==> src/rtl/pipe_pkg.sv <==
// Shared pipeline definitions for the memory stage: request FSM states and
// the result-select code that marks a load.
package pipe_pkg;

  localparam int XLEN_DEFAULT = 32;

  localparam logic [1:0] RESULT_SRC_LOAD = 2'b01;

  typedef enum logic {
    MEM_IDLE = 1'b0,
    MEM_WAIT = 1'b1
  } mem_state_e;

endpackage

==> src/rtl/mem_req_fsm.sv <==
// Cache request sequencer for the M stage: tracks an outstanding L1 access,
// raises the stall, and keeps access/stall performance counters.
//
//   state    | meaning
//   MEM_IDLE | no access outstanding; a new mem op requests immediately
//   MEM_WAIT | request issued, holding it until L1 returns cache_ready
module mem_req_fsm
  import pipe_pkg::*;
#(
  parameter int CNT_W = 32
) (
  input  logic             clk,
  input  logic             rst,
  input  logic             mem_op,
  input  logic             cache_ready,
  output logic             cache_req,
  output logic             StallM,
  output logic [CNT_W-1:0] access_cnt,
  output logic [CNT_W-1:0] stall_cnt
);

  mem_state_e r_state;
  mem_state_e w_next;
  logic       w_req;

  always_ff @(posedge clk or negedge rst) begin
    if (!rst) begin
      r_state    <= MEM_IDLE;
      access_cnt <= '0;
      stall_cnt  <= '0;
    end else begin
      r_state <= w_next;
      if (w_req && cache_ready) access_cnt <= access_cnt + 1'b1;
      if (w_req && !cache_ready) stall_cnt <= stall_cnt + 1'b1;
    end
  end

  always_comb begin
    w_next = r_state;
    w_req  = 1'b0;
    case (r_state)
      MEM_IDLE: begin
        w_req = mem_op;
        if (mem_op && !cache_ready) w_next = MEM_WAIT;
      end
      MEM_WAIT: begin
        w_req = 1'b1;
        if (cache_ready) w_next = MEM_IDLE;
      end
      default: w_next = MEM_IDLE;
    endcase
  end

  // Dropping the request during reset tells L1 to abort an in-flight access.
  assign cache_req = rst & w_req;
  assign StallM    = cache_req & ~cache_ready;

endmodule

==> src/rtl/memory_cycle.sv <==
// Pipeline memory stage: issues loads/stores to L1 through mem_req_fsm and
// registers the M/W state consumed by writeback and forwarding.
module memory_cycle
  import pipe_pkg::*;
#(
  parameter int XLEN  = XLEN_DEFAULT,
  parameter int CNT_W = 32
) (
  input  logic             clk,
  input  logic             rst,
  input  logic             RegwriteM,
  input  logic             MemwriteM,
  input  logic [1:0]       ResultSrcM,
  input  logic [4:0]       RdM,
  input  logic [XLEN-1:0]  ALUResultM,
  input  logic [XLEN-1:0]  WriteDataM,
  input  logic [XLEN-1:0]  pc_plus4M,
  output logic             cache_req,
  output logic             cache_we,
  output logic [XLEN-1:0]  cache_addr,
  output logic [XLEN-1:0]  cache_wdata,
  input  logic             cache_ready,
  input  logic [XLEN-1:0]  cache_rdata,
  output logic             StallM,
  output logic             RegwriteW,
  output logic [1:0]       ResultSrcW,
  output logic [4:0]       RdW,
  output logic [XLEN-1:0]  ALUResultW,
  output logic [XLEN-1:0]  ReadDataW,
  output logic [XLEN-1:0]  pc_plus4W,
  output logic             misalignedW,
  output logic [CNT_W-1:0] access_cnt,
  output logic [CNT_W-1:0] stall_cnt
);

  logic w_is_load;
  logic w_mem_op;

  assign w_is_load = (ResultSrcM == RESULT_SRC_LOAD);
  assign w_mem_op  = MemwriteM | w_is_load;

  mem_req_fsm #(.CNT_W(CNT_W)) u_req_fsm (
    .clk        (clk),
    .rst        (rst),
    .mem_op     (w_mem_op),
    .cache_ready(cache_ready),
    .cache_req  (cache_req),
    .StallM     (StallM),
    .access_cnt (access_cnt),
    .stall_cnt  (stall_cnt)
  );

  assign cache_we    = rst & MemwriteM;
  assign cache_addr  = {ALUResultM[XLEN-1:2], 2'b00};
  assign cache_wdata = WriteDataM;

  // Stalled cycles emit a bubble; non-control fields hold for forwarding.
  always_ff @(posedge clk or negedge rst) begin
    if (!rst) begin
      RegwriteW   <= 1'b0;
      ResultSrcW  <= '0;
      RdW         <= '0;
      ALUResultW  <= '0;
      ReadDataW   <= '0;
      pc_plus4W   <= '0;
      misalignedW <= 1'b0;
    end else if (StallM) begin
      RegwriteW <= 1'b0;
      RdW       <= '0;
    end else begin
      RegwriteW   <= RegwriteM;
      ResultSrcW  <= ResultSrcM;
      RdW         <= RdM;
      ALUResultW  <= ALUResultM;
      pc_plus4W   <= pc_plus4M;
      misalignedW <= w_mem_op & (ALUResultM[1:0] != 2'b00);
      if (w_is_load) ReadDataW <= cache_rdata;
    end
  end

endmodule
==> config.mk <==
export PLATFORM = sky130hd
export DESIGN_NAME = memory_cycle
export DESIGN_NICKNAME = d
export VERILOG_FILES = /design/src/rtl/pipe_pkg.sv /design/src/rtl/mem_req_fsm.sv /design/src/rtl/memory_cycle.sv
export SDC_FILE = /design/constraint.sdc
export NUM_CORES = 1
export LEC_CHECK = 0
export BUFFER_PORTS_ARGS = -buffer_cell sky130_fd_sc_hd__buf_2
export CAP_MARGIN = 25
export CORE_AREA = 2 2 145 147
export CTS_BUF_LIST = sky130_fd_sc_hd__clkbuf_8
export CTS_CLUSTER_SIZE = 40
export DETAILED_ROUTE_END_ITERATION = 16
export DIE_AREA = 0 0 147 149
export PLACE_DENSITY = 0.78
export SYNTH_ARGS = -nofsm -noshare
export SYNTH_HDL_FRONTEND = slang
export SYNTH_SLANG_ARGS = --single-unit
==> constraint.sdc <==
create_clock -name clk -period 1.6 [get_ports clk]
set_input_delay 0 -clock clk [delete_from_list [all_inputs] [get_ports clk]]
set_output_delay 0 -clock clk [all_outputs]
set_load 0.01 [all_outputs]
==> reports/results.ini <==
[layout]
drive_gt1_frac = 0.518
diodes = 0
nFillCells = 1725
syn_to_final_growth_pct = 44.7
final-instance-count-excl-fill = 1235
final_nets = 1089

[clocking]
clock-sinks = 170
cts_buffers = 17
clk_pin_slew_worst_paths_ns = 0.11
cts.htree.levels = 4
cts_tree = yes
cts_buffer_depth = 2
clock-root-buffer = clkbuf_8
clk_latency_ns = 0.45

[yosys]
synth-seq-cells = 170
syn_inst = 554
synth_area_leader_cell = dfrtp_1
synth_top_cells_by_area = dfrtp_1, mux2_2, buf_4
synth.most_common_cell = dfrtp_1
ys_types = 31
yosysSeqAreaShare = 0.572
syn_avg_cell_area_sq_um = 13.4
syn-cell-area_sq_mm = 0.00743
synth-edff-count = 0
ys.flop_type = dfrtp_1
synth_top_cell_area_share = 0.572
ys_async_sr_fraction = 1.00
ys_warn_count = 0
netlist_top_cells_count = dfrtp_1, mux2_2, buf_4, xnor2_1, nand4_1

[routing]
wl_met3_mm = 1.20
drtIter0Drc = 291
wl_met1_mm = 8.44
drtAntennaViolNets = 0
wl_met2_mm = 10.6
wl_mm = 20.7
viasPerCell = 4.65
drt-pass1-iter-count = 4
route.detailed.drc = 0
vias = 5740
top_layer_used = met4
wire_per_inst_um = 16.7

[global_route]
grt_antenna_before_repair = 0
grt_pass1_wl_mm = 32.0
grt_max_degree = 106
grt_pass1_vias = 5951
overflow = 0
grt_use_total = 0.186

[timing]
grt_setup_unrepaired = true
worst_slew_pin_slew_ns = 0.795
maxSlewViolCount = 0
fin_tns_setup_ns = -0.102
relSlewSlack = 0.470
hold_slack_ns = 0.00000391
clock.fmax_mhz = 617
hold_viol_final = 0
finClkSkew_ns = 0.0211
final.min_clock_period_ns = 1.62
period_share = 1.01
worst_slack_ns = -0.0203
setup_viol_count_final = 12

[setup_path]
crit_chain = dlygate4sd3_1 > buf_2 > nand2b_4 > a211oi_4 > buf_12 > buf_4 > clkbuf_16 > mux2_2
r2r_end = pc_plus4W[14]
criticalPathCategory = in -> reg
max_stage_delay_ns = 0.53
crit_family = buffers and inverters
r2r_slack_ns = 0.02
critPathRequiredTime_ns = 1.95
cp_num_buf_inv = 5
r2r-start = u_req_fsm.r_state
cp_max_fo = 13
reg2regPathDepth = 6
crit_path_end_kind = flop
startpoint_type = input port
crit_slowest_cell = dlygate4sd3_1
crit_arrival_ns = 1.97

[die]
fp-row-count = 53
core_sq_mm = 0.0206
pin_count = 376
start_util = 0.362
die_y_um = 149
die-area_sq_mm = 0.0219
die_w_um = 147

[hold_path]
whs_endpoint = cache_wdata[20]
worstHoldPathCells = 0
min-delay-start = WriteDataM[20]
hold_path.class = in -> out

[outcome]
status = finished with violations
failed_checks = setup timing

[power]
p_leak_nw = 5.23
ir_drop_mv = 0.613
cellPowerDensity_mw_per_mm2 = 987
p_total_w = 0.0106

[placement]
gp_congestion = 0.803
hpwl_mm = 13.2
portBuffers = 309
place_inst = 1086

[flow_run]
maxCapViolCount = 0

report_power, final:
group	leakage, nW	internal [W]	switching, W
clock	0.208	0.00146	0.00175
sequential	2.11	0.00475	0.000309
combinational	2.91	0.00123	0.00112
logic make-up (layout without fill, tap and decap cells):
logic type                 Yosys count  in the layout  synth area share
AOI/OAI and AO/OA                   12             12            0.0160
adders and majority gates            2              2           0.00337
and+or+nand+nor                    118            118            0.0981
buffers and inverters               89            494            0.0852
xor gates and xnor gates            62             62            0.0731
DFF                                170            170             0.572
other                                1              2          0.000504
muxes                              100            100             0.151
metal layers:
metal / track usage / up-vias
met4: 0.0668 / 0
li1: - / 2627
met1: 0.233 / 2869
met2: 0.316 / 208
met3: 0.0434 / 36
met5: 0 / -
registers in the layout, summed over array words and instances, names as in the netlist:
signal	flops
ALUResultW	32
ReadDataW	32
pc_plus4W	32
u_req_fsm.access_cnt	32
u_req_fsm.stall_cnt	32
RdW	5
ResultSrcW	2
RegwriteW	1
misalignedW	1
u_req_fsm.r_state	1
repair_timing:
item,CTS,global route
setup buffers,2,5
pin swaps,1,2
hold buffers,106,0
hold endpoints to repair,279,0
gates resized for setup,3,1
endpoints found under the setup margin,2,53
gates cloned,2,2
area by class of cell:
type,instances,area (sq um),share of cell area
clock buffers,17,234,0.0218
well taps,275,344,0.0320
multi-input cells,296,2570,0.239
repair buffers,460,3170,0.295
clock inverters,15,176,0.0164
inverters,2,7.51,0.000698
flip-flops and latches,170,4250,0.396
worst max-delay path by stage:
stage	startpoint	endpoint	slack [ns]	cells after the start
3_3_place_gp	u_req_fsm.r_state	ReadDataW[25]	0.04	5
4_1_cts	ResultSrcM[1]	StallM	0.009	7
5_1_grt	u_req_fsm.r_state	ReadDataW[1]	-0.04	6
2_1_floorplan	u_req_fsm.stall_cnt[3]	u_req_fsm.stall_cnt[31]	0.1	6
3_5_place_dp	u_req_fsm.r_state	pc_plus4W[25]	0.02	4
6_report	ResultSrcM[1]	pc_plus4W[14]	-0.02	8
layout by cell type (no fill, tap or decap), drive strengths merged, types with 4 or more instances in the layout:
cell | Yosys | layout
mux2 | 100 | 100
dfrtp | 170 | 170
a21oi | 5 | 5
and3 | 14 | 14
buf | 84 | 351
nor2 | 4 | 4
a211oi | 4 | 4
nor2b | 6 | 6
dlygate4sd3 | 0 | 106
inv | 2 | 13
clkbuf | 3 | 19
nand4 | 31 | 31
and4 | 13 | 13
xnor2 | 55 | 55
and2 | 13 | 13
xor2 | 7 | 7
nand3 | 15 | 15
nand2 | 16 | 16
per-stage QoR:
step           instance area, sq um   util  worst slack (ns)
2_1_floorplan                  7440      -            0.0978
3_3_place_gp                   9090  0.442            0.0376
3_5_place_dp                   9090  0.442            0.0242
4_1_cts                       10700  0.518           0.00855
5_1_grt                       10800  0.523           -0.0356
6_report                      10800  0.523           -0.0203
Power figures use the tool's default switching activity.
